[src/rtl/wwdg_pkg.sv]
// Shared window-watchdog definitions: register offsets, CR/CFG field positions, feeder states.
package wwdg_pkg;

    localparam logic [31:0] CR_OFS  = 32'h0000_0000;
    localparam logic [31:0] CFG_OFS = 32'h0000_0004;
    localparam logic [31:0] ST_OFS  = 32'h0000_0008;

    localparam int CR_WDGA_BIT = 7;
    localparam int CR_T6_BIT   = 6;
    localparam int CR_CNT_MSB  = 6;

    localparam int CFG_EWI_BIT = 9;
    localparam int CFG_PRE_MSB = 8;
    localparam int CFG_PRE_LSB = 7;
    localparam int CFG_WIN_MSB = 6;

    typedef enum logic [2:0] {
        S_IDLE,
        S_WR_ARM,
        S_WR_CFG,
        S_WAIT,
        S_RD_CR,
        S_WR_REF,
        S_FAULT
    } feeder_state_e;

    // A refresh is only legal once the down-counter has fallen to or below the window value.
    function automatic logic in_window(input logic [6:0] cnt, input logic [6:0] win);
        return cnt <= win;
    endfunction

endpackage

[src/rtl/wb_single_xfer.sv]
// One Wishbone classic transfer at a time with registered bus outputs and same-edge completion.
// Define WWDG_FEEDER_TMO_EN to abandon a transfer that sees no ack within TMO_CYC cycles.
module wb_single_xfer #(
    parameter int TMO_CYC = 8
) (
    input  logic        clk,
    input  logic        rst,
    input  logic        req,
    input  logic [31:0] req_adr,
    input  logic [9:0]  req_dat,
    input  logic        req_we,
    output logic        done,
    output logic        tmo,
    output logic [9:0]  rdata,
    output logic [31:0] adr_m2s,
    output logic [9:0]  dat_m2s,
    output logic        cyc_m2s,
    output logic        stb_m2s,
    output logic        we_m2s,
    input  logic [9:0]  dat_s2m,
    input  logic        ack_s2m
);

    logic expire;

    assign done  = cyc_m2s && ack_s2m;
    assign tmo   = expire;
    assign rdata = dat_s2m;

`ifdef WWDG_FEEDER_TMO_EN
    logic [15:0] wait_cnt;

    assign expire = cyc_m2s && !ack_s2m && (wait_cnt == 16'(TMO_CYC - 1));

    always_ff @(posedge clk) begin
        if (rst || !cyc_m2s) wait_cnt <= '0;
        else                 wait_cnt <= wait_cnt + 16'd1;
    end
`else
    logic unused_tmo_cfg;
    assign unused_tmo_cfg = (TMO_CYC == 0);
    assign expire = 1'b0;
`endif

    // NOTE: bus outputs are flops updated with <= so the responder never sees a combinational glitch.
    always_ff @(posedge clk) begin
        if (rst) begin
            adr_m2s <= '0;
            dat_m2s <= '0;
            we_m2s  <= 1'b0;
            cyc_m2s <= 1'b0;
            stb_m2s <= 1'b0;
        end else if (!cyc_m2s) begin
            if (req) begin
                adr_m2s <= req_adr;
                dat_m2s <= req_dat;
                we_m2s  <= req_we;
                cyc_m2s <= 1'b1;
                stb_m2s <= 1'b1;
            end
        end else if (done || expire) begin
            cyc_m2s <= 1'b0;
            stb_m2s <= 1'b0;
        end
    end

endmodule

[src/rtl/wwdg_feeder.sv]
// Window-watchdog feeder: arms the watchdog, polls CR, refreshes inside the window after a kick.
// Define WWDG_FEEDER_TMO_EN to enable the per-transfer ack timeout and the tmo_err flag.
module wwdg_feeder
    import wwdg_pkg::*;
#(
    parameter logic [31:0] BASE_ADR = 32'h0110_0000,
    parameter logic [9:0]  CFG_VAL  = 10'h27F,
    parameter logic [7:0]  ARM_VAL  = 8'hFF,
    parameter logic [7:0]  REF_VAL  = 8'hFF,
    parameter int          POLL_CYC = 16,
    parameter int          TMO_CYC  = 8
) (
    input  logic        clk,
    input  logic        rst,
    input  logic        start,
    input  logic        kick,
    output logic [31:0] adr_m2s,
    output logic [9:0]  dat_m2s,
    output logic        cyc_m2s,
    output logic        stb_m2s,
    output logic        we_m2s,
    input  logic [9:0]  dat_s2m,
    input  logic        ack_s2m,
    output logic        armed,
    output logic        busy,
    output logic        missed,
    output logic        tmo_err,
    output logic [15:0] ref_cnt
);

    localparam logic [15:0] POLL_LOAD = 16'(POLL_CYC - 1);

    feeder_state_e state;
    logic          req;
    logic          req_we;
    logic [31:0]   req_adr;
    logic [9:0]    req_dat;
    logic [15:0]   poll_cnt;
    logic          kick_pend;
    logic          xfer_done;
    logic          xfer_tmo;
    logic [9:0]    xfer_rdata;
    logic          unused_rdata;

    wb_single_xfer #(
        .TMO_CYC (TMO_CYC)
    ) u_xfer (
        .clk     (clk),
        .rst     (rst),
        .req     (req),
        .req_adr (req_adr),
        .req_dat (req_dat),
        .req_we  (req_we),
        .done    (xfer_done),
        .tmo     (xfer_tmo),
        .rdata   (xfer_rdata),
        .adr_m2s (adr_m2s),
        .dat_m2s (dat_m2s),
        .cyc_m2s (cyc_m2s),
        .stb_m2s (stb_m2s),
        .we_m2s  (we_m2s),
        .dat_s2m (dat_s2m),
        .ack_s2m (ack_s2m)
    );

    assign busy         = cyc_m2s;
    assign unused_rdata = ^xfer_rdata[9:7];

`ifdef WWDG_FEEDER_TMO_EN
    always_ff @(posedge clk) begin
        if (rst)           tmo_err <= 1'b0;
        else if (xfer_tmo) tmo_err <= 1'b1;
    end
`else
    assign tmo_err = 1'b0;
`endif

    always_ff @(posedge clk) begin
        if (rst) begin
            state     <= S_IDLE;
            req       <= 1'b0;
            req_we    <= 1'b0;
            req_adr   <= '0;
            req_dat   <= '0;
            poll_cnt  <= '0;
            kick_pend <= 1'b0;
            armed     <= 1'b0;
            missed    <= 1'b0;
            ref_cnt   <= '0;
        end else begin
            req <= 1'b0;
            if (kick) kick_pend <= 1'b1;

            case (state)
                S_IDLE: if (start) begin
                    // CR goes first: writing CFG while CR still reads 7Fh would trip the window check.
                    req     <= 1'b1;
                    req_we  <= 1'b1;
                    req_adr <= BASE_ADR + CR_OFS;
                    req_dat <= {2'b00, ARM_VAL};
                    state   <= S_WR_ARM;
                end
                S_WR_ARM: if (xfer_done) begin
                    req     <= 1'b1;
                    req_we  <= 1'b1;
                    req_adr <= BASE_ADR + CFG_OFS;
                    req_dat <= CFG_VAL;
                    state   <= S_WR_CFG;
                end
                S_WR_CFG: if (xfer_done) begin
                    armed    <= 1'b1;
                    poll_cnt <= POLL_LOAD;
                    state    <= S_WAIT;
                end
                S_WAIT: begin
                    if (poll_cnt == 16'd0) begin
                        req     <= 1'b1;
                        req_we  <= 1'b0;
                        req_adr <= BASE_ADR + CR_OFS;
                        req_dat <= '0;
                        state   <= S_RD_CR;
                    end else begin
                        poll_cnt <= poll_cnt - 16'd1;
                    end
                end
                S_RD_CR: if (xfer_done) begin
                    if (!xfer_rdata[CR_T6_BIT]) begin
                        missed <= 1'b1;
                        state  <= S_FAULT;
                    end else if (kick_pend &&
                                 in_window(xfer_rdata[CR_CNT_MSB:0], CFG_VAL[CFG_WIN_MSB:0])) begin
                        req     <= 1'b1;
                        req_we  <= 1'b1;
                        req_adr <= BASE_ADR + CR_OFS;
                        req_dat <= {2'b00, REF_VAL};
                        state   <= S_WR_REF;
                    end else begin
                        poll_cnt <= POLL_LOAD;
                        state    <= S_WAIT;
                    end
                end
                S_WR_REF: if (xfer_done) begin
                    // A kick landing on the ack edge belongs to the next window.
                    kick_pend <= kick;
                    if (ref_cnt != 16'hFFFF) ref_cnt <= ref_cnt + 16'd1;
                    poll_cnt  <= POLL_LOAD;
                    state     <= S_WAIT;
                end
                S_FAULT: state <= S_FAULT;
                default: state <= S_FAULT;
            endcase

            if (xfer_tmo) state <= S_FAULT;
        end
    end

endmodule

[config.mk]
export PLATFORM = sky130hd
export DESIGN_NAME = wwdg_feeder
export DESIGN_NICKNAME = d
export VERILOG_FILES = /design/src/rtl/wwdg_pkg.sv /design/src/rtl/wb_single_xfer.sv /design/src/rtl/wwdg_feeder.sv
export SDC_FILE = /design/constraint.sdc
export NUM_CORES = 1
export LEC_CHECK = 0
export ABC_CLOCK_PERIOD_IN_PS = 2800
export CAP_MARGIN = 20
export CORE_MARGIN = 3
export CORE_UTILIZATION = 35
export CTS_BUF_LIST = sky130_fd_sc_hd__clkbuf_8
export DETAILED_ROUTE_END_ITERATION = 16
export PLACE_DENSITY = 0.58
export SYNTH_ARGS = -nofsm -noshare
export SYNTH_HDL_FRONTEND = slang
export SYNTH_SLANG_ARGS = --single-unit
[constraint.sdc]
create_clock -name clk -period 2.8 [get_ports clk]
set_clock_uncertainty 0.05 [all_clocks]
set_input_delay 0.56 -clock clk [delete_from_list [all_inputs] [get_ports clk]]
set_output_delay 0.56 -clock clk [all_outputs]
set_load 0.03 [all_outputs]
==> results of run 1 <==
==> power groups by stage <==
stage,clock (mW),sequential (mW),combinational (mW)
global placement,0,0.769,0.181
CTS,0.512,0.753,0.182
global route,0.534,0.756,0.196
detailed placement,0,0.770,0.181
finish,0.495,0.753,0.182
floorplan,0,0.778,0.169
==> per-stage QoR <==
| stage | hold WS, ns | setup slack, ns | cell area (sq um) | total power, mW |
|---|---|---|---|---|
| after floorplan | 0.375 | 0.869 | 2990 | 0.946 |
| final | 0.414 | 0.556 | 3250 | 1.43 |
| after CTS | 0.413 | 0.560 | 3250 | 1.45 |
| after global placement | 0.386 | 0.336 | 3140 | 0.950 |
| after detailed placement | 0.397 | 0.329 | 3140 | 0.951 |
| after global routing | 0.447 | 0.396 | 3250 | 1.49 |
==> cell families (layout without fill, tap and decap cells) <==
kind of cell	count (synthesis)	in the layout	share of synthesized area (%)
buffers and inverters	71	64	15.7
adder cells (fa/ha/maj)	3	3	1.30
AO/OA/AOI/OAI	83	83	19.5
AND/OR/NAND/NOR	124	124	23.2
flip-flops	51	51	35.4
multiplexers	9	9	3.17
other	1	31	0.130
XOR/XNOR	5	5	1.52
==> final timing paths <==
path | startpoint | end | slack, ns | cells after the start
setup reg to reg | poll_cnt[5] | poll_cnt[8] | 0.56 | 7
setup / recovery | poll_cnt[5] | poll_cnt[8] | 0.56 | 7
hold / removal | poll_cnt[11] | poll_cnt[11] | 0.41 | 2
hold reg to reg | poll_cnt[11] | poll_cnt[11] | 0.41 | 2
==> layer usage <==
metal | part of all wire, % | GRT usage (%) | vias to the layer above
met2 | 46 | 20.5 | 57
met5 | 0 | 0 | -
li1 | - | - | 1216
met1 | 49 | 17.7 | 1112
met4 | 0.53 | 3.35 | 0
met3 | 4.5 | 2.31 | 2
==> cell type report <==
| cell class | count | area, sq um | area share [%] |
|---|---|---|---|
| Multi-Input combinational cell | 255 | 1520 | 46.8 |
| Clock inverter | 2 | 33.8 | 1.04 |
| Clock buffer | 5 | 68.8 | 2.12 |
| Inverter | 13 | 48.8 | 1.50 |
| Timing Repair Buffer | 44 | 428 | 13.2 |
| Sequential cell | 51 | 1020 | 31.4 |
| Tap cell | 102 | 128 | 3.93 |
==> cells in the mapped netlist, types with 3 or more instances <==
cell	instances
buf_4	43
nand4_1	6
a31oi_1	6
clkbuf_1	10
nand2_1	22
buf_6	3
o21ai_0	13
ha_1	3
and2_1	6
dfxtp_1	51
a211oi_1	3
xor2_1	4
nand3_1	10
a21o_1	3
a21oi_1	25
mux2i_1	8
nor2_1	32
o31ai_1	3
or3_1	12
o21ai_1	3
nor3_1	8
nand2b_1	3
nor2b_1	5
a311oi_1	7
inv_1	13
==> sequential cells by signal, indices dropped and copies added (netlist names) <==
name,cells
poll_cnt,16
ref_cnt,16
state,3
u_xfer.dat_m2s,3
req_adr,2
req_dat,2
armed,1
kick_pend,1
missed,1
req,1
req_we,1
u_xfer.adr_m2s,1
u_xfer.cyc_m2s,1
u_xfer.stb_m2s,1
u_xfer.we_m2s,1
==> critical path, delay by kind of cell (launching register included) <==
family | cells | cell delay [ns]
compound gates | 2 | 0.68
buf+inv | 2 | 0.44
flops | 1 | 0.45
mux | 1 | 0.20
simple gates | 2 | 0.29
==> results.tsv, run 1 <==
metric	value	unit
Final HPWL DP	4290	microns
PD cells	440	mW/mm^2
core region area	0.00785	sq mm
FF+latch count, synth	51	
combinational power share	12.7	%
CP endpoint kind	flop	
Initial Utilization	36.7	%
CP cell instances	nor3_2 > buf_4 > and3_4 > a21oi_2 > buf_4 > mux2i_1 > o32ai_1	
EDFF count, synth	0	
Util after Layout	41.4	%
# DRC	0	
Tcrit/Tclk final	80.1	%
outcome	finished clean	
internal power	1.05	mW
Final Max Slew Viols	0	
latest clock arrival within the worst-skew pair	0.30	ns
Async SR Flop Fraction	0	%
max frequency	446	MHz
Layout Nets	388	
routed vias	2387	
initial antenna violation count	0	
global-route wire length before repair	10400	microns
placed insts	465	
cells after synthesis	347	
Max clock buf depth	2	
initial drt markers	132	
Die ar.	0.00935	sq mm
slowest stage cell, crit path	a21oi_2	
largest net degree at the start of global routing	48	
DR vias/cell	5.06	
Worst slew margin	51.9	%
largest area contributor in the netlist	dfxtp_1	
WP data required	2.92	ns
CTS root buf	clkbuf_8	
CTS tree	done	
leading cell type in the layout, fill and taps excluded	dfxtp_1	
WL/cell	12.8	microns
setup repair bufs after CTS	0	
total CTS buffers	5	
Slew @ Worst Pin	0.722	ns
Placer Congestion	0.805	
Total Wirelength	6060	microns
RSZ-0062 raised after global routing	false	
Clk pwr share	34.6	%
CP Max Fanout	15	
std cell rows	32	
Finished Layout Cells	472	
top_reg_cell synth	dfxtp_1	
YS warnings	0	
Fill cells	818	
CTS Sinks	51	
Final Hold Fails	0	
Mapped Area	0.00288	sq mm
# IOs	80	
synthesis-to-finish area growth	12.7	%
hold_buf cts	0	
DIE WIDTH	96.7	microns
Total GRT Usage	12.8	%
Sw Share	26.3	%
P_sw	0.376	mW
post-CTS sizing	0	
VDD IR max	0.204	mV
clock transition at the registers of the reported paths	0.09	ns
PortBufs	39	
max cap viols	0	
Lkg Pwr	1.21	nW
CP most frequent cell	buf_4	
most frequent cells in the layout	dfxtp_1 (51), clkdlybuf4s50_1 (39), nor2_1 (32), conb_1 (31), a21oi_1 (25)	
WP data arrival	2.37	ns
H-tree depth	2	
sequential area share after synthesis	35.4	%
Sequential Power Share	52.7	%
crit-path max cell delay	0.59	ns
height of the die	96.7	microns
critical path type	flop to flop	
DRT Pass-1 Iters	4	
post-synthesis area per instance	8.30	sq um
Final ANT Viol Nets	0	
final setup fails	0	
hold crit path type	flop to flop	
Fin Setup TNS	0	ns
Distinct cells, synth	59	
vias in the first global route	2174	
crit start category	flop	
number of diodes	0	
largest cells by area after synthesis	dfxtp_1 (35%), buf_4 (11%), a21oi_1 (4.3%)	
Period minus WS final	2.24	ns
post-synth top area share	35.4	%
grt ovf	0	
ratio of cells with drive above 1 in the final layout	6.76	%
Note: power is estimated with default switching activity, not from simulation.
==> run 2, diff against run 1 <==
- ABC_CLOCK_PERIOD_IN_PS: 2800 -> 1910
- PLACE_DENSITY: 0.58 -> 0.61
- clock period: 2.8 -> 1.91 ns (I/O delays scaled with it)
==> run 2 against run 1 <==
  * Setup slack worse by 0.50 ns
  * Sequential power is 46% higher
  * Register-to-register slack worse by 0.48 ns
  * Sequential cell count stayed put
  * Via count is 7.5% higher
  * Design area is 15% higher
  * First-iteration DRC count is 20% lower
  * Total power is 55% higher
  * Clock power is 64% higher
  * Cell count is 10% higher
  * Global-route usage is 0.54 points higher
  * Critical path type is now flop to primary output
  * Largest power group unchanged
==> results.tsv, run 2 (same netlist as run 1, synthesis figures left out) <==
metric	value	unit	change
outcome	finished clean		unchanged
grt ovf	0		unchanged
final setup fails	0		unchanged
most frequent cells in the layout	dfxtp_1 (49), buf_4 (49), nor2_1 (32), conb_1 (31), a21oi_1 (25)		was dfxtp_1 (51), clkdlybuf4s50_1 (39), nor2_1 (32), conb_1 (31), a21oi_1 (25)
Design Area, Final	0.00373	sq mm	was 0.00325 sq mm
DR vias/cell	4.95		was 5.06
number of buffers and inverters on the critical path	1		was 2
CP cell instances	clkdlybuf4s50_1		was nor3_2 > buf_4 > and3_4 > a21oi_2 > buf_4 > mux2i_1 > o32ai_1
CP endpoint kind	primary output		was flop
hold endpoint	req_adr[20]		was poll_cnt[11]
WP data required	1.48	ns	was 2.92 ns
clock transition at the registers of the reported paths	0.10	ns	was 0.09 ns
Initial Utilization	36.7	%	unchanged
R2R Path End	ref_cnt[15]		was poll_cnt[8]
CTS tree	done		unchanged
Util after Layout	47.5	%	was 41.4%
max frequency	538	MHz	
# IOs	80		unchanged
Reg2Reg Depth	6		was 7
std cell rows	32		unchanged
worst reg-to-reg setup slack	0.08	ns	was 0.56 ns
ratio of cells with drive above 1 in the final layout	20.4	%	was 6.76%
hold depth	2		unchanged
DRT Pass-1 Iters	4		unchanged
slowest stage cell, crit path	clkdlybuf4s50_1		was a21oi_2
Placed Area	0.00349	sq mm	was 0.00314 sq mm
WP data arrival	1.43	ns	was 2.37 ns
Period minus WS final	1.86	ns	
Final Max Slew Viols	0		unchanged
Max clock buf depth	2		unchanged
CTS root buf	clkbuf_8		unchanged
core region area	0.00785	sq mm	unchanged
Total GRT Usage	13.3	%	was 12.8%
CTS Sinks	51		unchanged
Lkg Pwr	1.70	nW	was 1.21 nW
PD cells	594	mW/mm^2	was 440 mW/mm^2
largest net degree at the start of global routing	48		unchanged
DIE WIDTH	96.7	microns	unchanged
Final HPWL DP	4660	microns	was 4290 microns
WL/cell	12.8	microns	about the same
Layout Nets	434		was 388
routed vias	2567		was 2,387
initial antenna violation count	0		unchanged
height of the die	96.7	microns	unchanged
largest registers	poll_cnt (16), ref_cnt (16)		unchanged
latest clock arrival within the worst-skew pair	0.30	ns	about the same
Hold Path Origin	req_adr[20]		was poll_cnt[11]
synthesis-to-finish area growth	29.4	%	was 12.7%
critical path type	flop to primary output		was flop to flop
VDD IR max	0.415	mV	was 0.204 mV
global-route wire length before repair	10800	microns	was 10,400 microns
crit-path max cell delay	0.71	ns	was 0.59 ns
initial drt markers	105		was 132
H-tree depth	2		unchanged
crit-path leading delay family	buffers and inverters		was compound AO/OA/AOI/OAI gates
number of diodes	0		unchanged
hold crit path type	flop to flop		unchanged
Final Hold Fails	0		unchanged
vias in the first global route	2368		was 2,174
Total Wirelength	6640	microns	was 6060 microns
Final ANT Viol Nets	0		unchanged
Tcrit/Tclk final	97.3	%	
Placer Congestion	0.857		was 0.805
CP Max Fanout	4		was 15
Die ar.	0.00935	sq mm	unchanged
reg2reg start	ref_cnt[0]		was poll_cnt[5]
PortBufs	39		unchanged
# DRC	0		unchanged
max cap viols	0		unchanged
total CTS buffers	5		unchanged
crit start category	flop		unchanged
[run 2: cell count changes in the layout (fill, tap and decap cells not counted), sizes merged]
| cell | change |
|---|---|
| o2111ai | +1 |
| clkdlybuf4s50 | -15 |
| dlygate4sd2 | +3 |
| buf | +45 |
| clkbuf | +1 |
| dlymetal6s2s | +12 |
[run 2: layout make-up]
cell class	count	area (sq um)
tap	102	128
sequential	51	1020
clock inverter	2	38.8
fill	795	4120
clock buffer	6	82.6
inverter	13	48.8
timing repair buffer	89	805
multi-input combinational	256	1600
[run 2: power by group]
group	switching [mW]	internal [mW]	total (mW)
Clock	0.379	0.432	0.811
Sequential	0.0153	1.09	1.10
Combinational	0.198	0.103	0.301
Total	0.593	1.62	2.21
[run 2: layer usage]
metal  share of wire (%)  global-route usage [%]
met2                  48                    22.8
met1                  47                    17.1
met4                0.78                    3.35
met5                   0                       0
met3                 4.5                    2.67
[run 2: stage by stage]
step           setup TNS (ns)  setup slack (ns)  instances  hold WS, ns  total power [mW]
6_report                    0            0.0523        519        0.402              2.21
5_1_grt              -0.00695          -0.00695        519        0.434              2.30
4_1_cts                     0           0.00668        517        0.407              2.24
3_5_place_dp            -5.27            -0.339        509        0.391              1.43
3_3_place_gp            -4.67            -0.296        509        0.383              1.43
2_1_floorplan        -0.00913          -0.00913        377        0.375              1.39
[run 2: how the worst max path moves through the flow]
stage | start | endpoint | cells after the start
2_1_floorplan | ref_cnt[1] | ref_cnt[12] | 5
3_3_place_gp | ack_s2m | ref_cnt[13] | 6
3_5_place_dp | ack_s2m | ref_cnt[11] | 6
4_1_cts | u_xfer.dat_m2s[6] | dat_m2s[2] | 1
5_1_grt | ref_cnt[1] | ref_cnt[1] | 7
6_report | ref_cnt[14] | ref_cnt[14] | 1
[run 2: what timing repair did]
action | in CTS | in global routing
resized for setup | 4 | 25
pin swaps | 0 | 2
cloned | 0 | 1
hold buffers | 0 | 0
buffers inserted | 0 | 1
setup endpoints to repair | 10 | 40
hold endpoints to repair | 0 | 0
==> run 3, diff against run 2 <==
- SKIP_CTS_REPAIR_TIMING: default -> 1
==> run 3 against run 2 <==
  * Combinational power about the same
  * Clock power about the same
  * Largest power group unchanged
  * Largest cell class unchanged
  * Via count grew 0.55%
  * Design area is 0.24% higher
  * Die area did not move
  * Cell count did not move
  * Sequential share of layout area down 0.064 points
  * Total power barely moved
==> results.tsv, run 3 (same netlist as run 1, synthesis figures left out) <==
metric	value	unit	change
outcome	finished clean		unchanged
Reg area	0.00102	sq mm	unchanged
max cap viols	0		unchanged
global-route wire length before repair	10800	microns	about the same
CTS Sinks	51		unchanged
Final Max Slew Viols	0		unchanged
number of diodes	0		unchanged
final setup fails	0		unchanged
largest registers	poll_cnt (16), ref_cnt (16)		unchanged
most frequent cells in the layout	dfxtp_1 (49), buf_4 (49), nor2_1 (32), conb_1 (31), a21oi_1 (25)		unchanged
footprint of the multi-input gates	0.00160	sq mm	about the same
DR vias/cell	4.97		was 4.95
Fin Setup TNS	0	ns	unchanged
latest clock arrival within the worst-skew pair	0.30	ns	about the same
Final ANT Viol Nets	0		unchanged
Placer Congestion	0.857		unchanged
core region area	0.00785	sq mm	unchanged
internal power	1.62	mW	about the same
Layout Nets	434		unchanged
DRT Pass-1 Iters	5		was 4
WP data arrival	2.06	ns	was 1.43 ns
WL/cell	12.8	microns	about the same
placed insts	509		unchanged
Total GRT Usage	13.3	%	unchanged
critical path type	input port to flop		was flop to primary output
PD cells	593	mW/mm^2	was 594 mW/mm^2
clock transition at the registers of the reported paths	0.10	ns	about the same
CTS root buf	clkbuf_8		unchanged
ratio of cells with drive above 1 in the final layout	20.1	%	was 20.4%
Sequential Power Share	49.8	%	about the same
Clk pwr share	36.6	%	about the same
DIE WIDTH	96.7	microns	unchanged
CP endpoint kind	flop		was primary output
Sw Share	26.7	%	was 26.8%
initial antenna violation count	0		unchanged
Total Wirelength	6650	microns	was 6640 microns
largest net degree at the start of global routing	48		unchanged
crit start category	input port		was flop
std cell rows	32		unchanged
Max clock buf depth	2		unchanged
# IOs	80		unchanged
Final HPWL DP	4660	microns	unchanged
P_sw	0.592	mW	was 0.593 mW
total CTS buffers	5		unchanged
initial drt markers	88		was 105
Lkg Pwr	1.73	nW	was 1.70 nW
vias in the first global route	2364		was 2,368
Die ar.	0.00935	sq mm	unchanged
height of the die	96.7	microns	unchanged
Period minus WS final	1.87	ns	was 1.86 ns
routed vias	2581		was 2,567
grt ovf	0		unchanged
CP Max Fanout	7		was 4
Fill cells	791		was 795
Finished Layout Cells	519		unchanged
max frequency	534	MHz	was 538 MHz
VDD IR max	0.416	mV	was 0.415 mV
Final Hold Fails	0		unchanged
Tcrit/Tclk final	98.0	%	was 97.3%
CTS tree	done		unchanged
combinational power share	13.6	%	about the same
H-tree depth	2		unchanged
Initial Utilization	36.7	%	unchanged
WP data required	2.10	ns	was 1.48 ns
PortBufs	39		unchanged
# DRC	0		unchanged
hold crit path type	flop to flop		unchanged
synthesis-to-finish area growth	29.7	%	was 29.4%
run 3: cell types whose count changed in the layout (fill, tap and decap cells not counted), sizes merged:
cell,previous run,this run
dlymetal6s2s,12,15
dlygate4sd2,3,0
run 3: layout make-up:
class | instances | share of cell area (%)
Tap cell | 102 | 3.42
Clock buffer | 6 | 2.21
Multi-Input combinational cell | 256 | 42.8
Inverter | 13 | 1.31
Sequential cell | 51 | 27.4
Clock inverter | 2 | 1.04
Timing Repair Buffer | 89 | 21.8
run 3: power groups by stage:
| stage | registers (mW) | logic [mW] | clock network (mW) |
|---|---|---|---|
| 2_1_floorplan | 1.14 | 0.247 | 0 |
| 3_3_place_gp | 1.13 | 0.299 | 0 |
| 3_5_place_dp | 1.13 | 0.300 | 0 |
| 4_1_cts | 1.10 | 0.301 | 0.836 |
| 5_1_grt | 1.11 | 0.323 | 0.872 |
| 6_report | 1.10 | 0.302 | 0.811 |
run 3: final timing paths:
kind / startpoint / end / slack (ns) / cells past startpoint
worst max-delay path: ack_s2m / ref_cnt[15] / 0.04 / 6
worst min-delay path: req_adr[20] / req_adr[20] / 0.40 / 2
worst max register to register: ref_cnt[1] / ref_cnt[10] / 0.08 / 6
worst min register to register: req_adr[20] / req_adr[20] / 0.40 / 2
run 3: per-stage QoR:
step	setup WS (ns)	area, sq um	utilization, %	power, mW	hold WS (ns)
2_1_floorplan	-0.00913	3000	-	1.39	0.375
3_3_place_gp	-0.296	3490	44.5	1.43	0.383
3_5_place_dp	-0.339	3490	44.5	1.43	0.391
4_1_cts	-0.0314	3610	46.0	2.24	0.407
5_1_grt	-0.0103	3730	47.6	2.30	0.434
6_report	0.0390	3730	47.6	2.22	0.402
run 3: per-layer routing:
| layer | vias to the layer above | share of wire, % | global-route usage (%) |
|---|---|---|---|
| met5 | - | 0 | 0 |
| met4 | 0 | 0.78 | 3.35 |
| met3 | 4 | 4.6 | 2.67 |
| met2 | 74 | 47 | 22.8 |
| met1 | 1195 | 48 | 17.2 |
| li1 | 1308 | - | - |
run 3: worst max-delay path, stage by stage:
cell             delay [ns]
clkdlybuf4s50_1        0.48
and2_1                 0.17
and3_4                 0.28
o2111ai_4              0.16
or3_1                  0.40
a21oi_1                0.17
